`config.mk`:
```
export PLATFORM = sky130hd
export DESIGN_NAME = serout_shifter
export DESIGN_NICKNAME = d
export VERILOG_FILES = /design/src/rtl/serout_shifter.sv
export SDC_FILE = /design/constraint.sdc
export NUM_CORES = 1
export LEC_CHECK = 0
export ABC_AREA = 1
export BUFFER_PORTS_ARGS = -buffer_cell sky130_fd_sc_hd__buf_2
export CAP_MARGIN = 20
export CORE_MARGIN = 2
export CORE_UTILIZATION = 48
export CTS_CLUSTER_SIZE = 16
export DETAILED_ROUTE_END_ITERATION = 8
export GPL_TIMING_DRIVEN = 0
export MAX_ROUTING_LAYER = met4
export PLACE_DENSITY = 0.73
export SLEW_MARGIN = 10
export SYNTH_ARGS = -nofsm -noshare
export SYNTH_HDL_FRONTEND = slang
export SYNTH_SLANG_ARGS = --single-unit
```
`constraint.sdc`:
```
create_clock -name clk -period 1.2 [get_ports clk]
set_clock_uncertainty 0.1 [all_clocks]
set_input_delay 0.24 -clock clk [delete_from_list [all_inputs] [get_ports clk]]
set_output_delay 0.24 -clock clk [all_outputs]
set_load 0.05 [all_outputs]
```
`src/rtl/serout_shifter.sv`:
```
// serout_shifter: serial-output holding register plus 10-bit frame shifter.
//
// A CPU write lands in a one-deep holding register. On a bit_tick the held byte
// moves into the shifter as {stop=1, data, start=0} and goes out LSB first, one
// bit per bit_tick. If a new byte is already held when the stop bit ends, it is
// loaded on that same tick, so there is no idle gap between frames.
//
// Ports:
//   clk          system clock; all state changes on the rising edge
//   reset        synchronous, active-high reset
//   wr_serout    one-cycle CPU write strobe
//   din[7:0]     write data
//   bit_tick     one pulse per bit period
//   force_break  forces the line low while high; shifting is not affected
//   tone1/tone2/two_tone  tone inputs, present only with SEROUT_TWO_TONE_EN
//   sdo          registered serial line, idles high
//   seror_irq    one-cycle pulse on the cycle after each holding->shifter transfer
//   seroc        registered "transmission complete": idle and nothing held
//   busy         high while a frame is being shifted
//
// Build option: define SEROUT_TWO_TONE_EN to add the two-tone line encoding.
module serout_shifter (
    input  logic       clk,
    input  logic       reset,
    input  logic       wr_serout,
    input  logic [7:0] din,
    input  logic       bit_tick,
    input  logic       force_break,
`ifdef SEROUT_TWO_TONE_EN
    input  logic       tone1,
    input  logic       tone2,
    input  logic       two_tone,
`endif
    output logic       sdo,
    output logic       seror_irq,
    output logic       seroc,
    output logic       busy
);

    typedef enum logic {IDLE, SHIFT} stateT;

    stateT       state, stateNext;
    logic [7:0]  holdData, holdDataNext;
    logic        holdFull, holdFullNext;
    logic [9:0]  shiftReg, shiftNext;   // bit 0 is the bit currently on the line
    logic [3:0]  bitCnt, bitCntNext;    // index of the bit on the line, 0..9
    logic        xfer;                  // holding register moves to the shifter
    logic        lineBit;               // raw frame bit for the next cycle
    logic        lineNext;              // encoded line level for the next cycle

    always_ff @(posedge clk) begin
        if (reset) begin
            state     <= IDLE;
            holdData  <= 8'h00;
            holdFull  <= 1'b0;
            shiftReg  <= 10'h3FF;
            bitCnt    <= 4'd0;
            sdo       <= 1'b1;
            seror_irq <= 1'b0;
            seroc     <= 1'b1;
        end else begin
            state     <= stateNext;
            holdData  <= holdDataNext;
            holdFull  <= holdFullNext;
            shiftReg  <= shiftNext;
            bitCnt    <= bitCntNext;
            sdo       <= force_break ? 1'b0 : lineNext;
            seror_irq <= xfer;
            // Built from the registered state, so it trails the condition by a cycle.
            seroc     <= (state == IDLE) && !holdFull;
        end
    end

    always_comb begin
        stateNext    = state;
        holdDataNext = holdData;
        holdFullNext = holdFull;
        shiftNext    = shiftReg;
        bitCntNext   = bitCnt;
        xfer         = 1'b0;

        case (state)
            IDLE: begin
                // An empty holding register means ticks are simply ignored.
                if (bit_tick && holdFull)
                    xfer = 1'b1;
            end
            SHIFT: begin
                if (bit_tick) begin
                    if (bitCnt == 4'd9) begin
                        // End of the stop bit: chain the next frame or go idle.
                        if (holdFull) begin
                            xfer = 1'b1;
                        end else begin
                            stateNext  = IDLE;
                            bitCntNext = 4'd0;
                        end
                    end else begin
                        shiftNext  = {1'b1, shiftReg[9:1]};
                        bitCntNext = bitCnt + 4'd1;
                    end
                end
            end
            default: stateNext = IDLE;
        endcase

        // The transfer uses the pre-edge held byte, so a write in the same cycle
        // is held for the following frame instead of being lost.
        if (xfer) begin
            shiftNext    = {1'b1, holdData, 1'b0};
            bitCntNext   = 4'd0;
            stateNext    = SHIFT;
            holdFullNext = 1'b0;
        end

        if (wr_serout) begin
            holdDataNext = din;
            holdFullNext = 1'b1;
        end

        lineBit = (stateNext == SHIFT) ? shiftNext[0] : 1'b1;

`ifdef SEROUT_TWO_TONE_EN
        if (two_tone)
            lineNext = lineBit ? tone1 : tone2;
        else
            lineNext = lineBit;
`else
        lineNext = lineBit;
`endif
    end

    assign busy = (state == SHIFT);

endmodule

```
==> metrics.txt, run 1 <==
result of the run=finished with violations; violations in the final reports=setup timing; most used standard cells in the synthesized netlist=43 x sky130_fd_sc_hd__nand2_1, 26 x sky130_fd_sc_hd__dfxtp_1, 22 x sky130_fd_sc_hd__nor2_1, 10 x sky130_fd_sc_hd__o21ai_0, 8 x sky130_fd_sc_hd__nand4_1; largest net degree at the start of global routing=16; Floorplan Core Area=0.002191 sq mm; cell count of the worst reg-to-reg path=7; crit-path cells=inv_2 > nand2_2 > nor2_4 > nor2_8 > buf_4 > nand2_1 > nand4_1; slew margin rel.=69.62%; Total Die Area=0.002687 sq mm; Arr. time, crit path=1.36 ns; root buf cell=sky130_fd_sc_hd__clkbuf_4; prevailing post-synth register cell=sky130_fd_sc_hd__dfxtp_1; highest-delay cell along the critical path=sky130_fd_sc_hd__dfxtp_4; Area growth, synth to finish=26.08%; share of power burned in the clock network=30.5%; count of flip-flops with a built-in enable after synthesis=0; met3 usage in global routing=3.448%; critical path endpoint=shiftReg[7]$_SDFFE_PP1P_; PortBufs=15; final count of pins violating max slew=0; clock latency on the worst-skew pair=0.33 ns; Worst Path Max Fanout=6; worst reg2reg startpoint=bitCnt[1]$_SDFFE_PP0P_; met2 usage=35.44%; worst-case vdd ir drop=0.8886 mV; Clock H-tree levels=1; overall die width=51.84 um; ratio of final minimum period to clock period=103.8%; RSZ-0062 raised after global routing=true; required time reported for the critical path endpoint=1.32 ns; TritonCTS Buffers=3; fraction of registers with async set or reset after synthesis=0%; setup slack of the most critical reg-to-reg path=-0.05 ns; Largest stage delay, worst path=0.39 ns; peak clock frequency supported by timing=802.9 MHz; worst hold slack=0.01937 ns; Avg Synthesized Cell Area=7.576 sq um; n_diodes=0; I/O pin cnt=17; share of post-route cells with drive strength above 1=31.18%; Cell Rows=17; total of fill cells in the finished design=202; final setup vio count=12; total routing resource utilization after global routing=20.36%; area share of the largest cell type after synthesis=47.38%; met1 Use GR=23.77%; maximum buffer depth of the clock tree=2; post-DP HPWL=1509 um; sequential cell area fraction in the yosys report=47.38%; fin worst setup slack=-0.04554 ns; hold violation count in the final report=0; element type at the critical path start=flip-flop; endpoint kind of the worst setup timing path=flip-flop; min cycle time layout=1.246 ns; Net Sw Frac=26.09%; leakage component of the power=0.6189 nW; largest cells by area after synthesis=sky130_fd_sc_hd__dfxtp_1 47%, sky130_fd_sc_hd__nand2_1 15%, sky130_fd_sc_hd__nor2_1 7.5%, sky130_fd_sc_hd__nand4_1 4.6%, sky130_fd_sc_hd__o21ai_0 4.6%; total power per unit cell area=1237 mW/mm^2; routed vias=965; DRC violations left=0; post-CTS clock slew at the launch and capture registers of the worst setup and hold paths=0.14 ns; RR Endpoint=shiftReg[7]$_SDFFE_PP1P_; post-synth net total=158; number of synthesized register bits=26; global-route layer with the greatest usage=met2; classification of the worst-slack hold path=input pin to flip-flop; effective utilization at floorplan=50.14%; number of optimization iterations in the first detailed-route pass=4; DRC marker count from the first detailed-route iteration=15; total negative slack=-0.3966 ns; aggregate routed wire length=2272 um; number of standard cells after synthesis=145; drt via density=4.874; number of antenna violations at the first check in global routing=0; wire length of the first global-routing pass=4036 um; maximum capacitance violations=0; via count of the first global-routing pass=962; number of nets with antenna violations after routing=0; sinks on the clock net=26; gpl congestion=0.7848; net total in the final layout=184; relative contribution of sequential cells to total power=55.6%; power share of the combinational group=13.8%; most used standard cell by instance count after synthesis=sky130_fd_sc_hd__nand2_1; vertical die dimension=51.84 um; count of unique library cells instantiated by Yosys=17; clock tree from TritonCTS=yes; final global-route overflow total=0; wire length per cell after detailed routing=11.47 um; Setup crit start=bitCnt[1]$_SDFFE_PP0P_; startpoint-to-endpoint class of the critical path=flip-flop to flip-flop; summed instance area of the synthesized netlist=0.001099 sq mm; transition time at the pin with the least slew margin=0.4557 ns; post-synthesis cell type with the largest combined area=sky130_fd_sc_hd__dfxtp_1; net switching power figure=0.4472 mW; internal cell power=1.266 mW; Warnings, synthesis=0
==> how the worst min path moves through the flow <==
| stage | start | to | slack, ns | cells past startpoint |
|---|---|---|---|---|
| finish | din[1] | holdData[1]$_SDFFE_PP0P_ | 0.02 | 3 |
| global route | din[1] | holdData[1]$_SDFFE_PP0P_ | 0.01 | 3 |
| CTS | din[1] | holdData[1]$_SDFFE_PP0P_ | 0.01 | 3 |
| detailed placement | reset | holdFull$_SDFFE_PP0P_ | 0.35 | 2 |
| global placement | shiftReg[6]$_SDFFE_PP1P_ | shiftReg[6]$_SDFFE_PP1P_ | 0.34 | 2 |
| floorplan | reset | holdFull$_SDFFE_PP0P_ | 0.21 | 1 |
==> metal layers <==
metal	share of wire, %	up-vias
met5	0	-
met4	1.3	0
met3	2.2	2
met2	51	16
met1	45	439
li1	-	508
==> power by group through the flow <==
stage	registers (mW)	clock network (mW)	logic, mW
detailed placement	0.974	0	0.205
floorplan	0.997	0	0.120
global route	0.959	0.570	0.266
finish	0.953	0.523	0.237
global placement	0.972	0	0.199
CTS	0.955	0.529	0.231
==> layout by cell type, fill, tap and decap left out, types with 2 or more instances in the layout <==
cell type,netlist,final
sky130_fd_sc_hd__nand2_1,43,39
sky130_fd_sc_hd__nor2_1,22,22
sky130_fd_sc_hd__dfxtp_1,26,19
sky130_fd_sc_hd__buf_2,0,11
sky130_fd_sc_hd__o21ai_0,10,10
sky130_fd_sc_hd__nand4_1,8,8
sky130_fd_sc_hd__inv_1,7,6
sky130_fd_sc_hd__nand2_2,3,6
sky130_fd_sc_hd__inv_2,4,5
sky130_fd_sc_hd__nand2_4,3,4
sky130_fd_sc_hd__a21oi_1,5,4
sky130_fd_sc_hd__dfxtp_2,0,4
sky130_fd_sc_hd__buf_4,0,4
sky130_fd_sc_hd__clkbuf_1,3,3
sky130_fd_sc_hd__nor2_4,2,3
sky130_fd_sc_hd__nand3_1,3,3
sky130_fd_sc_hd__dfxtp_4,0,3
sky130_fd_sc_hd__clkbuf_4,0,3
sky130_fd_sc_hd__buf_6,0,3
sky130_fd_sc_hd__xor2_1,2,2
==> registers in the layout, summed over array words and instances, names as in the netlist <==
name and flops:
bitCnt 4, holdFull 1, holdData 8, seror_irq 1, sdo 1, busy 1
seroc 1, shiftReg 9
==> layout make-up <==
| cell class | instances | area [sq um] | area share (%) |
|---|---|---|---|
| Multi-Input combinational cell | 105 | 549.3 | 39.66 |
| Sequential cell | 26 | 536.8 | 38.75 |
| Timing Repair Buffer | 21 | 163.9 | 11.83 |
| Clock buffer | 4 | 47.55 | 3.433 |
| Inverter | 11 | 41.29 | 2.981 |
| Tap cell | 28 | 35.03 | 2.529 |
| Buffer | 3 | 11.26 | 0.8130 |
==> metrics by stage <==
stage,instances,instance area (sq um),setup slack (ns),util [%],power [mW]
floorplan,145,1102,0.02803,-,1.117
global placement,188,1212,-0.05787,55.34,1.171
detailed placement,188,1212,-0.07296,55.34,1.179
CTS,198,1351,-0.05405,61.68,1.715
global route,198,1385,-0.1296,63.22,1.795
finish,198,1385,-0.04554,63.22,1.714
==> critical path, delay by kind of cell (launching register included) <==
family	cells	cell delay, ns
buffers and inverters	2	0.19
DFF	1	0.39
and+or+nand+nor	5	0.46
==> cell families (layout without fill, tap and decap cells) <==
| logic type | after synthesis | count (layout) | share of synthesized area, % |
|---|---|---|---|
| XOR/XNOR | 2 | 2 | 1.595 |
| AND/OR/NAND/NOR | 87 | 87 | 37.93 |
| buffers and inverters | 14 | 39 | 4.784 |
| flip-flops | 26 | 26 | 47.38 |
| AO/OA/AOI/OAI | 16 | 16 | 8.315 |
==> what timing repair did <==
item / CTS / global route
endpoints found under the hold margin: 2 / 0
gates resized for setup: 15 / 10
buffers inserted: 5 / 0
hold buffers: 1 / 0
endpoints found under the setup margin: 18 / 21
gates cloned: 0 / 0
pin swaps: 6 / 5
No activity file was read; power rests on OpenSTA's default activity.
==> inputs of run 2 (changes only) <==
--- a/config.mk
+++ b/config.mk
@@ -5,16 +5,15 @@
 export SDC_FILE = /design/constraint.sdc
 export NUM_CORES = 1
 export LEC_CHECK = 0
-export ABC_AREA = 1
 export BUFFER_PORTS_ARGS = -buffer_cell sky130_fd_sc_hd__buf_2
 export CAP_MARGIN = 20
 export CORE_MARGIN = 2
-export CORE_UTILIZATION = 48
+export CORE_UTILIZATION = 49
 export CTS_CLUSTER_SIZE = 16
 export DETAILED_ROUTE_END_ITERATION = 8
 export GPL_TIMING_DRIVEN = 0
 export MAX_ROUTING_LAYER = met4
-export PLACE_DENSITY = 0.73
+export PLACE_DENSITY = 0.74
 export SLEW_MARGIN = 10
 export SYNTH_ARGS = -nofsm -noshare
 export SYNTH_HDL_FRONTEND = slang
==> run 2 against run 1 <==
  * The flow still finishes with violations (setup timing)
  * Flip-flop and latch count unchanged
  * Cell area grew 5.9%
  * Critical path depth is 2 lower
  * Synthesized cell count fell by 30%
  * Setup slack got worse by 0.16 ns
  * First-iteration DRC count is 13% higher
  * Maximum frequency is 12% lower
  * Sequential share of layout area down 2.1 points
  * Highest routed layer unchanged
  * Routed wire length is 12% higher
  * Total power grew 4.3%
  * Critical endpoint is now shiftReg[5]$_SDFFE_PP1P_
  * Combinational power grew 25%
  * Clock power up 1%
==> metrics.txt, run 2 <==
Clock H-tree levels=1; count of unique library cells instantiated by Yosys=33; sequential cell area fraction in the yosys report=47.01%; most common cell after layout, fill and taps aside=sky130_fd_sc_hd__dfxtp_1; endpoint kind of the worst setup timing path=flip-flop; classification of the worst-slack hold path=input pin to flip-flop; area share of the largest cell type after synthesis=47.01%; DRC marker count from the first detailed-route iteration=17; overall power of the completed layout=1.787 mW; number of synthesized register bits=26; post-synth net total=114; root buf cell=sky130_fd_sc_hd__clkbuf_4; PortBufs=14; commonest cells after routing, fill and taps aside=19 x sky130_fd_sc_hd__dfxtp_1, 15 x sky130_fd_sc_hd__buf_6, 12 x sky130_fd_sc_hd__buf_2; largest net degree at the start of global routing=16; setup slack of the most critical reg-to-reg path=-0.21 ns; clock latency on the worst-skew pair=0.32 ns; DRC violations left=0; post-synthesis cell type with the largest combined area=sky130_fd_sc_hd__dfxtp_1; total power per unit cell area=1219 mW/mm^2; count of flip-flops with a built-in enable after synthesis=0; post-DP HPWL=1453 um; clock tree from TritonCTS=yes; gpl congestion=0.7663; placement-stage worst setup slack=-0.2565 ns; result of the run=finished with violations; total negative slack=-2.744 ns; n_diodes=0; RSZ-0062 raised after global routing=true; hold violation count in the final report=0; via count of the first global-routing pass=922; Floorplan Core Area=0.002170 sq mm; post-CTS clock slew at the launch and capture registers of the worst setup and hold paths=0.15 ns; summed instance area of the synthesized netlist=0.001107 sq mm; violations in the final reports=setup timing; share of post-route cells with drive strength above 1=42.86%; final global-route overflow total=0; element type at the critical path start=flip-flop; wire length per cell after detailed routing=15.86 um; Worst Path Max Fanout=5; Cell Rows=17; TritonCTS Buffers=3; largest cells by area after synthesis=sky130_fd_sc_hd__dfxtp_1 47%, sky130_fd_sc_hd__mux2i_1 8.1%, sky130_fd_sc_hd__a221o_1 7.2%, sky130_fd_sc_hd__a31o_1 5.5%, sky130_fd_sc_hd__buf_6 4.1%; aggregate routed wire length=2554 um; Total Die Area=0.002656 sq mm; leading registers by flop count=shiftReg x9, holdData x8, bitCnt x4; number of antenna violations at the first check in global routing=0; number of standard cells after synthesis=101; effective utilization at floorplan=51.04%; min cycle time layout=1.408 ns; maximum buffer depth of the clock tree=2; worst-case vdd ir drop=0.8630 mV; number of nets with antenna violations after routing=0; Warnings, synthesis=0; sinks on the clock net=26; I/O pin cnt=17; Avg Synthesized Cell Area=10.96 sq um; flip-flop count of the largest register after layout=9; vertical die dimension=51.54 um; overall die width=51.54 um; most flop-heavy register=shiftReg; total routing resource utilization after global routing=21.37%; drt via density=5.801; fraction of registers with async set or reset after synthesis=0%; peak clock frequency supported by timing=710.2 MHz; prevailing post-synth register cell=sky130_fd_sc_hd__dfxtp_1; wire length of the first global-routing pass=4174 um; net total in the final layout=147; final count of pins violating max slew=0; routed vias=934; Area growth, synth to finish=32.43%; required time reported for the critical path endpoint=1.32 ns; final setup vio count=18; most used standard cells in the synthesized netlist=26 x sky130_fd_sc_hd__dfxtp_1, 9 x sky130_fd_sc_hd__mux2i_1, 9 x sky130_fd_sc_hd__nor2_1, 8 x sky130_fd_sc_hd__a221o_1, 7 x sky130_fd_sc_hd__a31o_1; maximum capacitance violations=0; most used standard cell by instance count after synthesis=sky130_fd_sc_hd__dfxtp_1; fin worst setup slack=-0.2082 ns; leakage component of the power=0.6045 nW; slew margin rel.=68.40%; Arr. time, crit path=1.53 ns; startpoint-to-endpoint class of the critical path=flip-flop to flip-flop; number of optimization iterations in the first detailed-route pass=4; transition time at the pin with the least slew margin=0.4740 ns; ratio of final minimum period to clock period=117.3%
==> run 2: final timing paths <==
kind / start / endpoint / depth (start not counted)
setup / recovery: busy$_SDFF_PP0_ / shiftReg[5]$_SDFFE_PP1P_ / 5
hold / removal: din[3] / holdData[3]$_SDFFE_PP0P_ / 3
hold reg to reg: holdData[7]$_SDFFE_PP0P_ / shiftReg[8]$_SDFFE_PP1P_ / 1
setup reg to reg: busy$_SDFF_PP0_ / shiftReg[5]$_SDFFE_PP1P_ / 5
==> run 2: metrics by stage <==
stage          util, %  instances  instance area (sq um)  hold slack, ns
2_1_floorplan        -        101                   1116          0.2241
3_5_place_dp     56.29        143                   1221          0.3126
4_1_cts          64.94        159                   1409         0.03755
6_report         67.59        161                   1466         0.03585
3_3_place_gp     56.29        143                   1221          0.3140
5_1_grt          67.59        161                   1466         0.03905
==> run 2: report_power, final <==
part	internal, mW	leakage, nW	switching (mW)
Clock	0.254	0.0261	0.276
Combinational	0.146	0.360	0.150
Sequential	0.922	0.218	0.0400
==> run 2: per-layer routing <==
metal  global-route usage [%]  wire length [um]
met2                    35.47              1284
met3                    2.586                81
met1                    26.94              1152
met4                    7.895                36
met5                        -                 0
==> run 2: kinds of logic after synthesis <==
group / synth area share (%)
AO/OA/AOI/OAI: 23.62
XOR/XNOR: 0.7911
buffers and inverters: 6.667
flip-flops: 47.01
multiplexers: 8.136
AND/OR/NAND/NOR: 13.79
==> run 2: worst max-delay path, stage by stage, from the launching register on <==
cell,delay (ns)
sky130_fd_sc_hd__dfxtp_4,0.37
sky130_fd_sc_hd__buf_6,0.12
sky130_fd_sc_hd__and2_4,0.14
sky130_fd_sc_hd__buf_6,0.13
sky130_fd_sc_hd__a31o_1,0.19
sky130_fd_sc_hd__a221o_1,0.26
==> run 2: what timing repair did <==
item                                    4_1_cts  5_1_grt
endpoints found under the hold margin         1        0
gates resized for setup                      19       11
hold buffers                                  1        0
pin swaps                                    14        1
gates cloned                                  2        0
buffers inserted                              9        2
endpoints found under the setup margin       19       21
==> run 2: area by class of cell <==
type / instances / area (sq um)
Timing Repair Buffer: 28 / 225.2
Multi-Input combinational cell: 65 / 544.3
Fill cell: 171 / 703.2
Buffer: 8 / 70.07
Sequential cell: 26 / 536.8
Clock buffer: 4 / 47.55
Inverter: 2 / 7.507
Tap cell: 28 / 35.03
==> inputs of run 3 (changes only) <==
--- a/config.mk
+++ b/config.mk
@@ -5,7 +5,7 @@
 export SDC_FILE = /design/constraint.sdc
 export NUM_CORES = 1
 export LEC_CHECK = 0
-export BUFFER_PORTS_ARGS = -buffer_cell sky130_fd_sc_hd__buf_2
+export BUFFER_PORTS_ARGS = -buffer_cell sky130_fd_sc_hd__buf_4
 export CAP_MARGIN = 20
 export CORE_MARGIN = 2
 export CORE_UTILIZATION = 49
==> run 3 against run 2 <==
  * The flow still finishes with violations (setup timing)
  * Die area unchanged
  * Sequential power grew 0.4%
  * Via count is 3.0% higher
  * Global-route usage is 0.83 points higher
  * Flip-flop and latch count unchanged
  * Hold slack barely moved
  * Clock power barely moved
  * Non-clock buffer count up 3
  * Cell area grew 3.9%
  * Combinational power up 7.4%
  * Register-to-register slack barely moved
  * Cell count rose by 1.9%
  * Highest routed layer unchanged
==> metrics.txt, run 3 (synthesis results as in run 2) <==
result of the run=finished with violations; violations in the final reports=setup timing; PortBufs=14; final count of pins violating max slew=0; slew margin rel.=65.20%; leakage component of the power=0.6292 nW; sinks on the clock net=26; Arr. time, crit path=1.55 ns; n_diodes=0; drt via density=5.866; area used by sequential logic in the layout=536.8 sq um; flip-flop count of the largest register after layout=9; DRC violations left=0; TritonCTS Buffers=3; wire length per cell after detailed routing=15.88 um; relative contribution of sequential cells to total power=53.2%; Total Die Area=0.002656 sq mm; Multi-input gate area=554.3 sq um; total routing resource utilization after global routing=22.20%; classification of the worst-slack hold path=input pin to flip-flop; net total in the final layout=150; hold violation count in the final report=0; total cell area at the placement stage=0.001256 sq mm; root buf cell=sky130_fd_sc_hd__clkbuf_4; Floorplan Core Area=0.002170 sq mm; number of nets with antenna violations after routing=0; most flop-heavy register=shiftReg; share of post-route cells with drive strength above 1=45.59%; Clock H-tree levels=1; peak clock frequency supported by timing=704.7 MHz; post-route cell area=0.001524 sq mm; non-filler cells, final=164; Area growth, synth to finish=37.63%; effective utilization at floorplan=51.04%; wire length of the first global-routing pass=4264 um; maximum capacitance violations=0; leading registers by flop count=shiftReg x9, holdData x8, bitCnt x4; DRC marker count from the first detailed-route iteration=23; total power per unit cell area=1191 mW/mm^2; internal cell power=1.345 mW; commonest cells after routing, fill and taps aside=22 x sky130_fd_sc_hd__buf_4, 17 x sky130_fd_sc_hd__dfxtp_1, 11 x sky130_fd_sc_hd__buf_6; number of antenna violations at the first check in global routing=0; ratio of final minimum period to clock period=118.3%; min cycle time layout=1.419 ns; Cell Rows=17; maximum buffer depth of the clock tree=2; routed vias=962; final setup vio count=17; gpl congestion=0.7747; startpoint-to-endpoint class of the critical path=flip-flop to flip-flop; net switching power figure=0.4701 mW; power share of the combinational group=17.5%; Net Sw Frac=25.91%; share of power burned in the clock network=29.3%; overall die width=51.54 um; vertical die dimension=51.54 um; via count of the first global-routing pass=921; element type at the critical path start=flip-flop; aggregate routed wire length=2605 um; largest net degree at the start of global routing=16; clock tree from TritonCTS=yes; number of optimization iterations in the first detailed-route pass=4; setup slack of the most critical reg-to-reg path=-0.22 ns; endpoint kind of the worst setup timing path=flip-flop; post-DP HPWL=1502 um; Placed Instances=143; clock latency on the worst-skew pair=0.33 ns; worst hold slack=0.03619 ns; Worst Path Max Fanout=6; worst-case vdd ir drop=0.9968 mV; most common cell after layout, fill and taps aside=sky130_fd_sc_hd__buf_4; I/O pin cnt=17; total of fill cells in the finished design=175; final global-route overflow total=0; RSZ-0062 raised after global routing=true; fin worst setup slack=-0.2191 ns; required time reported for the critical path endpoint=1.33 ns; transition time at the pin with the least slew margin=0.5220 ns; post-CTS clock slew at the launch and capture registers of the worst setup and hold paths=0.15 ns
## run 3: area by class of cell
| class | instances | share of cell area, % |
|---|---|---|
| Multi-Input combinational cell | 65 | 36.37 |
| Buffer | 8 | 4.844 |
| Inverter | 2 | 0.4926 |
| Clock buffer | 4 | 3.120 |
| Sequential cell | 26 | 35.22 |
| Timing Repair Buffer | 31 | 17.65 |
| Tap cell | 28 | 2.299 |
## run 3: power by group through the flow
| stage | sequential [mW] | combinational (mW) | clock [mW] |
|---|---|---|---|
| after floorplan | 1.01 | 0.152 | 0 |
| after global placement | 0.979 | 0.251 | 0 |
| after detailed placement | 0.979 | 0.258 | 0 |
| after CTS | 0.961 | 0.292 | 0.538 |
| after global routing | 0.974 | 0.341 | 0.583 |
| final | 0.966 | 0.318 | 0.531 |
## run 3: what timing repair did
item                                    in CTS  in global routing
cloned                                       3                  0
endpoints found under the setup margin      19                 21
pin swaps                                    7                 12
hold buffers                                 1                  0
buffers inserted                             8                  5
hold endpoints to repair                     1                  0
gates resized for setup                     20                  9
## run 3: worst paths after layout
path,end,startpoint,depth (start not counted)
setup / recovery,shiftReg[7]$_SDFFE_PP1P_,busy$_SDFF_PP0_,5
hold / removal,holdData[3]$_SDFFE_PP0P_,din[3],3
setup reg to reg,shiftReg[7]$_SDFFE_PP1P_,busy$_SDFF_PP0_,5
hold reg to reg,shiftReg[8]$_SDFFE_PP1P_,holdData[7]$_SDFFE_PP0P_,1
## run 3: routing by layer
metal	up-vias	GRT usage (%)	share of wire, %
met5	-	-	0
met4	0	10.53	2.0
met3	7	4.310	5.2
met2	38	36.32	50
met1	465	26.37	43
li1	452	-	-
## run 3: critical path, cell delays in order, from the launching register on
cell and delay (ns):
sky130_fd_sc_hd__dfxtp_4 0.38, sky130_fd_sc_hd__buf_8 0.12, sky130_fd_sc_hd__and2_4 0.15, sky130_fd_sc_hd__buf_6 0.13
sky130_fd_sc_hd__a31o_1 0.20, sky130_fd_sc_hd__a221o_1 0.25
## run 3: through the flow
stage	util (%)	power [mW]	setup TNS [ns]	worst slack, ns
6_report	70.24	1.815	-2.953	-0.2191
5_1_grt	70.24	1.898	-3.688	-0.2610
4_1_cts	67.24	1.791	-2.459	-0.2222
3_5_place_dp	57.90	1.238	-3.035	-0.2481
3_3_place_gp	57.90	1.230	-2.473	-0.2316
2_1_floorplan	-	1.158	-1.936	-0.2322
